**config.mk**
```make
export PLATFORM = sky130hd
export DESIGN_NAME = roi_ctrl
export DESIGN_NICKNAME = d
export VERILOG_FILES = /design/src/rtl/roi_ctrl.sv
export SDC_FILE = /design/constraint.sdc
export NUM_CORES = 1
export LEC_CHECK = 0
export BUFFER_PORTS_ARGS = -buffer_cell sky130_fd_sc_hd__buf_4
export CAP_MARGIN = 10
export CORE_MARGIN = 1
export CORE_UTILIZATION = 45
export DETAILED_ROUTE_END_ITERATION = 10
export GPL_ROUTABILITY_DRIVEN = 0
export HOLD_SLACK_MARGIN = 0.02
export PLACE_DENSITY = 0.72
export REMOVE_ABC_BUFFERS = 1
export SKIP_LAST_GASP = 1
export SYNTH_ARGS = -nofsm -noshare
export SYNTH_HDL_FRONTEND = slang
export SYNTH_SLANG_ARGS = --single-unit
```
**constraint.sdc**
```tcl
create_clock -name clk_i -period 6.1 [get_ports clk_i]
set_input_delay 0.61 -clock clk_i [delete_from_list [all_inputs] [get_ports clk_i]]
set_output_delay 0.61 -clock clk_i [all_outputs]
set_load 0.02 [all_outputs]
```
**src/rtl/roi_ctrl.sv**
```systemverilog
// roi_ctrl: sequencer and configuration controller for the ROI crop datapath.
// It validates ROI requests into a one-entry shadow and commits the shadow to
// the cropper only between frames. It gates the input stream on whole frames,
// in continuous or single-shot mode, and counts the gated frames.
module roi_ctrl #(
   parameter int WIDTH  = 800,
   parameter int HEIGHT = 600,
   parameter int BIT_C  = 32,
   parameter int FCNT_W = 16
) (
   input  logic              clk_i,
   input  logic              arst_i,
   input  logic              cfg_valid_i,
   output logic              cfg_ready_o,
   input  logic [BIT_C-1:0]  cfg_xy0_i,
   input  logic [BIT_C-1:0]  cfg_xy1_i,
   input  logic              start_i,
   input  logic              stop_i,
   input  logic              single_i,
   input  logic              s_tvalid_i,
   input  logic              s_tlast_i,
   output logic [BIT_C-1:0]  xy_0_o,
   output logic [BIT_C-1:0]  xy_1_o,
   output logic              gate_o,
   output logic              busy_o,
   output logic              cfg_err_o,
   output logic [FCNT_W-1:0] frame_cnt_o,
   output logic              frame_done_o
);

   localparam logic [10:0] X_MAX = 11'(WIDTH);
   localparam logic [9:0]  Y_MAX = 10'(HEIGHT);

   typedef enum logic [1:0] {
      ST_IDLE     = 2'd0,
      ST_ARMED    = 2'd1,
      ST_ACTIVE   = 2'd2,
      ST_STOPPING = 2'd3
   } state_t;

   // Repack a request word so only the x/y fields reach the cropper.
   function automatic logic [BIT_C-1:0] pack_xy(input logic [BIT_C-1:0] w);
      pack_xy = {5'b0, w[26:16], 6'b0, w[9:0]};
   endfunction

   state_t             state_q, state_d;
   logic               single_q, single_d;
   logic               sof_pend_q, sof_pend_d;
   logic               act_vld_q, act_vld_d;
   logic               cfg_ready_q, cfg_ready_d;
   logic               cfg_err_q, cfg_err_d;
   logic [BIT_C-1:0]   shd_0_q, shd_0_d;
   logic [BIT_C-1:0]   shd_1_q, shd_1_d;
   logic [BIT_C-1:0]   xy_0_q, xy_0_d;
   logic [BIT_C-1:0]   xy_1_q, xy_1_d;
   logic [FCNT_W-1:0]  frame_cnt_q, frame_cnt_d;
   logic               frame_done_q, frame_done_d;

   logic               eof_s;
   logic               frame_evt_s;
   logic               accept_s;
   logic               cfg_ok_s;
   logic               commit_s;

   assign eof_s = s_tvalid_i & s_tlast_i;

   // State and datapath registers; reset aborts any frame in flight.
   always_ff @(posedge clk_i or posedge arst_i) begin
      if (arst_i) begin
         state_q      <= ST_IDLE;
         single_q     <= 1'b0;
         sof_pend_q   <= 1'b1;
         act_vld_q    <= 1'b0;
         cfg_ready_q  <= 1'b1;
         cfg_err_q    <= 1'b0;
         shd_0_q      <= '0;
         shd_1_q      <= '0;
         xy_0_q       <= '0;
         xy_1_q       <= '0;
         frame_cnt_q  <= '0;
         frame_done_q <= 1'b0;
      end else begin
         state_q      <= state_d;
         single_q     <= single_d;
         sof_pend_q   <= sof_pend_d;
         act_vld_q    <= act_vld_d;
         cfg_ready_q  <= cfg_ready_d;
         cfg_err_q    <= cfg_err_d;
         shd_0_q      <= shd_0_d;
         shd_1_q      <= shd_1_d;
         xy_0_q       <= xy_0_d;
         xy_1_q       <= xy_1_d;
         frame_cnt_q  <= frame_cnt_d;
         frame_done_q <= frame_done_d;
      end
   end

   // Next-state logic: frames are gated whole; stop has priority over start.
   always_comb begin
      state_d     = state_q;
      single_d    = single_q;
      frame_evt_s = 1'b0;
      case (state_q)
         ST_IDLE: begin
            if (start_i && act_vld_q && !stop_i) begin
               state_d  = ST_ARMED;
               single_d = single_i;
            end else begin
               state_d = ST_IDLE;
            end
         end
         ST_ARMED: begin
            if (stop_i) begin
               state_d = ST_IDLE;
            end else if ((sof_pend_q && !s_tvalid_i) || eof_s) begin
               state_d = ST_ACTIVE;
            end else begin
               state_d = ST_ARMED;
            end
         end
         ST_ACTIVE: begin
            if (eof_s) begin
               frame_evt_s = 1'b1;
               if (single_q || stop_i) begin
                  state_d = ST_IDLE;
               end else begin
                  state_d = ST_ACTIVE;
               end
            end else if (stop_i) begin
               if (sof_pend_q && !s_tvalid_i) begin
                  state_d = ST_IDLE;
               end else begin
                  state_d = ST_STOPPING;
               end
            end else begin
               state_d = ST_ACTIVE;
            end
         end
         ST_STOPPING: begin
            if (eof_s) begin
               frame_evt_s = 1'b1;
               state_d     = ST_IDLE;
            end else begin
               state_d = ST_STOPPING;
            end
         end
         default: begin
            state_d = ST_IDLE;
         end
      endcase
   end

   // Request validation, shadow commit at frame boundaries, frame counting.
   always_comb begin
      accept_s = cfg_valid_i & cfg_ready_q;
      cfg_ok_s = (cfg_xy0_i[26:16] < cfg_xy1_i[26:16]) &&
                 (cfg_xy0_i[9:0] <= cfg_xy1_i[9:0]) &&
                 (cfg_xy1_i[26:16] <= X_MAX) &&
                 (cfg_xy1_i[9:0] < Y_MAX);
      commit_s = !cfg_ready_q &&
                 (eof_s || (((state_q == ST_IDLE) || (state_q == ST_ARMED)) && sof_pend_q));

      sof_pend_d  = sof_pend_q;
      act_vld_d   = act_vld_q;
      cfg_ready_d = cfg_ready_q;
      cfg_err_d   = cfg_err_q;
      shd_0_d     = shd_0_q;
      shd_1_d     = shd_1_q;
      xy_0_d      = xy_0_q;
      xy_1_d      = xy_1_q;

      if (eof_s) begin
         sof_pend_d = 1'b1;
      end else if (s_tvalid_i) begin
         sof_pend_d = 1'b0;
      end else begin
         sof_pend_d = sof_pend_q;
      end

      // accept and commit are exclusive: accept needs ready, commit needs !ready
      if (accept_s) begin
         if (cfg_ok_s) begin
            shd_0_d     = pack_xy(cfg_xy0_i);
            shd_1_d     = pack_xy(cfg_xy1_i);
            cfg_ready_d = 1'b0;
            cfg_err_d   = 1'b0;
         end else begin
            cfg_err_d = 1'b1;
         end
      end else if (commit_s) begin
         xy_0_d      = shd_0_q;
         xy_1_d      = shd_1_q;
         act_vld_d   = 1'b1;
         cfg_ready_d = 1'b1;
      end else begin
         cfg_ready_d = cfg_ready_q;
      end

      if (frame_evt_s) begin
         frame_cnt_d = frame_cnt_q + {{(FCNT_W-1){1'b0}}, 1'b1};
      end else begin
         frame_cnt_d = frame_cnt_q;
      end
      frame_done_d = frame_evt_s;
   end

   // Output decode: gate and busy follow the state register directly.
   always_comb begin
      gate_o       = (state_q == ST_ACTIVE) || (state_q == ST_STOPPING);
      busy_o       = (state_q != ST_IDLE);
      cfg_ready_o  = cfg_ready_q;
      cfg_err_o    = cfg_err_q;
      xy_0_o       = xy_0_q;
      xy_1_o       = xy_1_q;
      frame_cnt_o  = frame_cnt_q;
      frame_done_o = frame_done_q;
   end

endmodule
```
==> results.md, run 1 <==
- Status: complete, but fails checks
- Failing checks: design-rule violations
- Ys async rst share: 1.00
- Post-CTS Setup Bufs: 0
- Antenna Nets Post-Route: 0
- Row cnt: 38
- Worst setup SP type: input port
- Port Buffers: approximately 110
- Syn Inst Count: ~370
- Syn_area_per_cell: 13.4 um2
- Critical path data required time: roughly 6.4 ns
- Layout cells sized above 1: 0.434
- GRT Overall Usage: 0.176
- Maximum number of pins on one net before global-route repair: 56
- Clock sinks: between 100 and 150
- CP Cell Sequence: buf_4 > inv_1 > ha_1 > nand4_1 > o2111ai_1 > or4_4 > a221oi_4 > buf_4 > mux2_2
- Final wirelength: about 9.4 mm
- Final net count: about 580
- Layout area overhead: 21.9%
- Average routed wire per standard cell: approximately 15 um
- Measured slew at the worst slew-check pin: roughly 0.66 ns
- CTS tree: yes
- Placed instance count: 618
- Distinct cell type count after synthesis: 36
- Final setup viols: 0
- Hold Crit Class: input port to async pin
- Pins Over Slew Limit: 0
- Vias in the first global route: 3128
- CP max-delay cell: or4_4
- Synth Register Bits: approximately 110
- Max-cap violations: 0
- Via density: between 4 and 5
- Worst IR Drop VDD: between 0.15 and 0.2 mV
- Initial DRC count: roughly 110
- Unrepaired setup endpoints after global routing: no
- Delay of the slowest critical-path stage: around 0.56 ns
- Cell Area, Synth: between 4000 and 5000 um2
- Worst r2r src: cfg_ready_o$_DFFE_PP1P_
- Vias post-DR: approximately 3k
- Die Area: between 10000 and 15000 um2
- Register area share after synthesis: 0.543
- Min cycle time layout: about 2.7 ns
- CTS resizes: 0
- Die height: roughly 110 um
- CTS Buf Count: 9
- Placed Area: slightly below 6000 um2
- Critical path fanouts, max: 25
- Synth warnings: 0
- Gr ovfl total: 0
- Hold_buf cts: 0
- Top FF cell, synth: dfrtp_1
- First-pass GRT wire length: 15.5 mm
- Post-route design area: slightly above 6000 um2
- Total core area: between 10000 and 15000 um2
- WP data arrival: ~2.9 ns
- Clock Path Buffers: 2
- P_leak: about 0.0031 uW
- Final Non-Filler Cells: between 600 and 700
- Crit share post-route: 0.436
- CP top delay family: simple AND/OR/NAND/NOR gates
- TNS Setup: 0 ns
- Die span in x: about 110 um
- IO Count: approximately 160
- Worst Path Buf+Inv: 3
- Worst skew pair latency: around 0.35 ns
- Endpoint type of the worst setup path: flop
- WS Path Type: input port to flop
- Worst path most repeated cell: buf_4
- Initial Util: 0.462
- Root buffer cell: clkbuf_8
- Final HPWL DP: just under 7 mm
- # DRC: 2
- Worst Clk Skew: 0.00668 ns
- Clock edge transition at the registers on the reported setup and hold paths: ~0.09 ns
- PwrDens: around 400 nW/um2
- Relative slew slack: 0.557
- Setup crit start: cfg_xy1_i[25]
- Max Clk Rate: approximately 380 MHz
- H-tree depth: 3
- Initial antenna violation count: 0
- 1st-pass router iterations: 7
- ANT cells: 0
- Fin. Hold Viols: 0
- EDFF count, synth: 0
## synthesized netlist by cell type (2+ instances only)
| master | number | share of area |
|---|---|---|
| dfrtp_1 | 106 | 0.53 |
| a31oi_1 | 3 | 0.0038 |
| mux2_4 | 30 | 0.090 |
| ha_1 | 21 | 0.053 |
| a21oi_1 | 10 | 0.010 |
| nand4_1 | 6 | 0.0075 |
| mux2_2 | 48 | 0.11 |
| a211oi_1 | 3 | 0.0045 |
| nor2_1 | 10 | 0.0075 |
| nand2_1 | 14 | 0.011 |
| dfstp_2 | 2 | 0.011 |
| o21ai_0 | 5 | 0.0050 |
| or2_2 | 2 | 0.0025 |
| nand3_1 | 9 | 0.0090 |
| and4_1 | 2 | 0.0035 |
| a21o_1 | 2 | 0.0030 |
| buf_4 | 22 | 0.033 |
| xor2_1 | 4 | 0.0070 |
| nor4_1 | 3 | 0.0038 |
| nor3_1 | 3 | 0.0030 |
| inv_1 | 27 | 0.020 |
| nand2b_1 | 3 | 0.0038 |
| clkbuf_1 | 5 | 0.0038 |
| mux2_1 | 7 | 0.016 |
| xnor2_1 | 11 | 0.019 |
| buf_6 | 4 | 0.0090 |
## where the power goes
group	switching, uW	internal (uW)	leakage [uW]
registers	158	974	0.00136
clock network	215	199	0.0000935
logic	399	465	0.00160
total	772	1640	0.00305
## area by class of cell
cell class	instances	area (um2)
multi-input combinational	227	2040
sequential	108	2710
tap	140	175
clock inverter	2	35.0
fill	908	4710
clock buffer	13	149
inverter	27	104
timing repair buffer	116	871
## cells in the final DEF, fill, tap and decap left out, drive strengths merged, types with 2 or more instances in the layout
| cell | instances |
|---|---|
| a31oi | 3 |
| ha | 21 |
| dfstp | 2 |
| a21o | 2 |
| or2 | 2 |
| a21oi | 10 |
| buf | 116 |
| clkbuf | 13 |
| conb | 22 |
| nand4 | 6 |
| mux2 | 85 |
| nor3 | 3 |
| o21ai | 5 |
| nor2 | 10 |
| xor2 | 4 |
| and4 | 2 |
| dfrtp | 106 |
| nand2 | 14 |
| nor4 | 3 |
| xnor2 | 11 |
| nand3 | 9 |
| a211oi | 3 |
| inv | 27 |
| nand2b | 3 |
## per-stage QoR
stage	hold slack, ns	utilization	setup WS (ns)	power, uW
3_5_place_dp	0.468	0.546	3.05	2020
2_1_floorplan	0.439	-	2.30	1650
5_1_grt	0.383	0.563	3.34	2560
6_report	0.340	0.563	3.44	2410
4_1_cts	0.363	0.563	3.44	2440
3_3_place_gp	0.463	0.546	3.05	1990
## flip-flops by register name (all words and copies together), names as in the netlist, 2 cells and up
name and count:
frame_cnt_o 16, shd_0_q 21, shd_1_q 21, state_q 2
xy_0_o 21, xy_1_o 21
## path summary, 6_finish.rpt
path | slack [ns] | cells past startpoint | endpoint
max | 3.44 | 9 | shd_0_q[26]$_DFFE_PP0P_
max reg2reg | 3.68 | 5 | shd_0_q[26]$_DFFE_PP0P_
min in group clk_i | 0.47 | 2 | state_q[1]$_DFF_PP0_
min reg2reg | 0.49 | 1 | frame_cnt_o[15]$_DFFE_PP0P_
min | 0.34 | 2 | single_q$_DFFE_PP0P_
max in group asynchronous | 4.61 | 3 | xy_1_o[9]$_DFFE_PP0P_
## logic make-up after synthesis
family	synth area share
flip-flops	0.543
multiplexers	0.215
buffers and inverters	0.0663
AND/OR/NAND/NOR	0.0562
AO/OA/AOI/OAI	0.0404
adder cells (fa/ha/maj)	0.0527
XOR/XNOR	0.0264
other	0.000752
## per-layer routing
layer / routed length [um] / track usage / share of wire / up-vias
met4: 242 / 0.0812 / 0.026 / 0
met2: 4460 / 0.283 / 0.47 / 92
met5: 0 / 0 / 0 / -
li1: - / - / - / 1471
met3: 554 / 0.0418 / 0.059 / 19
met1: 4140 / 0.225 / 0.44 / 1496
Power figures use the tool's default switching activity.
==> run 2, diff against run 1 <==
--- a/config.mk
+++ b/config.mk
@@ -5,6 +5,7 @@
 export SDC_FILE = /design/constraint.sdc
 export NUM_CORES = 1
 export LEC_CHECK = 0
+export ABC_AREA = 1
 export BUFFER_PORTS_ARGS = -buffer_cell sky130_fd_sc_hd__buf_4
 export CAP_MARGIN = 10
 export CORE_MARGIN = 1
@@ -12,7 +13,7 @@
 export DETAILED_ROUTE_END_ITERATION = 10
 export GPL_ROUTABILITY_DRIVEN = 0
 export HOLD_SLACK_MARGIN = 0.02
-export PLACE_DENSITY = 0.72
+export PLACE_DENSITY = 0.74
 export REMOVE_ABC_BUFFERS = 1
 export SKIP_LAST_GASP = 1
 export SYNTH_ARGS = -nofsm -noshare
==> constraint.sdc (replaced) <==
create_clock -name clk_i -period 2.3 [get_ports clk_i]
set_input_delay 0.23 -clock clk_i [delete_from_list [all_inputs] [get_ports clk_i]]
set_output_delay 0.23 -clock clk_i [all_outputs]
set_load 0.02 [all_outputs]
==> run 2 against run 1 <==
The flow now finishes without violations; critical path depth did not move; wire length rose by 13%; worst setup slack got worse by 3.0 ns; sequential cell count did not move; die area rose by 3.2%; clock skew rose by 0.0013 ns; final cell count rose by 24%; critical path type is now flop to flop; largest cell class unchanged; highest routed layer unchanged.
==> results.md, run 2 <==
- Status: completed
- Layout area overhead: 23.0%
- Compound-gate portion of the synthesized area: 0.0216
- Worst path most repeated cell: nand2_1
- Vias post-DR: around 3.8k
- Cell taking the most area after synthesis: dfrtp_1
- EDFF count, synth: 0
- Clock edge transition at the registers on the reported setup and hold paths: roughly 0.07 ns
- Min cycle time layout: between 1.5 and 2 ns
- Max-cap violations: 0
- Die height: 109 um
- H-tree depth: 3
- IO Count: 157
- Area share of fa/ha/maj cells after synthesis: 0.0511
- Top FF cell, synth: dfrtp_1
- Row cnt: 38
- CTS resizes: 0
- Worst Path Buf+Inv: 0
- Antenna Nets Post-Route: 0
- Combinational family with the most area after synthesis: simple AND/OR/NAND/NOR gates
- Initial DRC count: 299
- Final setup viols: 0
- Distinct cell type count after synthesis: 31
- Leading cell type in the layout, fill and taps excluded: nand2_1
- Post-CTS Setup Bufs: 0
- # DRC: 0
- CP top delay family: simple AND/OR/NAND/NOR gates
- Worst skew pair latency: ~0.35 ns
- WP data arrival: 2.14 ns
- WS Path Type: flop to flop
- CTS Buf Count: 9
- Synth Area in Simple Gates: 0.196
- Final wirelength: around 11 mm
- Fin. Hold Viols: 0
- Most frequent cell after synthesis: nand2_1
- Synth area leaders: dfrtp_1, nand2_1, mux2_2
- Syn_area_per_cell: about 9.8 um2
- CTS tree: yes
- ANT cells: 0
- First-pass GRT wire length: approximately 17 mm
- Share of the synthesized area in the top cell type: 0.515
- PwrDens: ~980 nW/um2
- Average routed wire per standard cell: 13.5 um
- Worst Clk Skew: 0.00801 ns
- Final Util: 0.576
- Syn Inst Count: between 500 and 600
- Post-route design area: around 6300 um2
- CP max-delay cell: dfstp_2
- CP Cell Sequence: nand2_1 > nor2_1 > nand3_1 > nor2_1 > nand2_2 > nor2_8 > nand2_4 > nand2_1 > nand2_1
- Commonest cells in the netlist: nand2_1, dfrtp_1, nand3_1
- Hold Crit Class: input port to flop
- Worst Setup Slack, final: a little under 0.4 ns
- Port Buffers: approximately 110
- Delay of the slowest critical-path stage: 0.57 ns
- Synth warnings: 0
- Register area share after synthesis: 0.526
- P_leak: between 0.003 and 0.004 uW
- Critical path fanouts, max: 41
- Worst IR Drop VDD: 0.550 mV
- Cell Area, Synth: approximately 5000 um2
- Clock Path Buffers: 2
- Die Area: 11900 um2
- Die span in x: between 100 and 150 um
- GRT Overall Usage: 0.190
- 1st-pass router iterations: 4
- Pre-CTS WS: between 0.2 and 0.25 ns
- Via density: roughly 4.9
- Layout cells sized above 1: 0.293
- Endpoint type of the worst setup path: flop
- Relative slew slack: 0.627
- Synth Register Bits: 108
- Max Clk Rate: 524 MHz
- Measured slew at the worst slew-check pin: 0.560 ns
- R2R setup slack: slightly below 0.4 ns
- Final net count: ~730
- Gr ovfl total: 0
- Pins Over Slew Limit: 0
- Total core area: roughly 11000 um2
- Initial Util: 0.469
- Hold_buf cts: 1
- Crit share post-route: 0.829
- Root buffer cell: clkbuf_16
- Multiplexer share of the synthesized area: 0.0897
- Synth Area in XOR/XNOR: 0.0221
- Unrepaired setup endpoints after global routing: no
- Ys async rst share: 1.00
- Final HPWL DP: a little under 8 mm
- Most frequent cells in the layout: nand2_1, buf_4, dfrtp_1
- Placed Area: approximately 6100 um2
- Worst setup SP type: flop
- Maximum number of pins on one net before global-route repair: between 40 and 50
- Clock sinks: 108
- Critical path data required time: 2.54 ns
- Vias in the first global route: ~3.6k
- Initial antenna violation count: 0
==> run 2: logic make-up after synthesis <==
family | count (synthesis)
AOI/OAI and AO/OA | 20
xor gates and xnor gates | 13
adders and majority gates | 21
buffers and inverters | 89
DFF | 108
muxes | 41
other | 1
and+or+nand+nor | 231
==> run 2: layer usage <==
layer | global-route usage | share of wire | vias up
li1 | - | - | 1869
met1 | 0.238 | 0.44 | 1832
met2 | 0.317 | 0.48 | 128
met3 | 0.0383 | 0.062 | 15
met4 | 0.0811 | 0.018 | 0
met5 | 0 | 0 | -
==> run 2: path summary, 6_finish.rpt <==
path | from | end | cells past startpoint
min in group asynchronous | arst_i | shd_0_q[17]$_DFFE_PP0P_ | 3
max | cfg_ready_o$_DFFE_PP1P_ | shd_1_q[16]$_DFFE_PP0P_ | 9
min | cfg_xy1_i[20] | shd_1_q[20]$_DFFE_PP0P_ | 3
max in group asynchronous | arst_i | sof_pend_q$_DFFE_PP1P_ | 4
max reg2reg | cfg_ready_o$_DFFE_PP1P_ | shd_1_q[16]$_DFFE_PP0P_ | 9
min reg2reg | frame_cnt_o[15]$_DFFE_PP0P_ | frame_cnt_o[15]$_DFFE_PP0P_ | 1
==> run 2: layout make-up <==
class	instances	area [um2]
tap	140	175
clock inverter	2	10.0
fill	959	4650
clock buffer	14	254
sequential	108	2710
timing repair buffer	122	956
multi-input combinational	348	2040
inverter	50	190
==> run 2: per-stage QoR <==
stage | hold WS, ns | TNS, ns | power, uW | cells
floorplan | 0.377 | -81.91 | 3970 | 506
global placement | 0.324 | 0 | 4780 | 767
detailed placement | 0.336 | 0 | 4860 | 767
CTS | 0.109 | 0 | 6310 | 784
global route | 0.129 | 0 | 6600 | 784
finish | 0.125 | 0 | 6230 | 784
==> run 2: power by group <==
group | internal, uW | switching, uW | total [uW]
Combinational | 906 | 1070 | 1980
Sequential | 2490 | 344 | 2840
Clock | 763 | 653 | 1420
Total | 4160 | 2070 | 6230
==> run 2: worst reg2reg max path: cells and delay by family (launching register included) <==
kind	cells	cell delay, ns
AND/OR/NAND/NOR	9	1.22
flip-flops	1	0.57
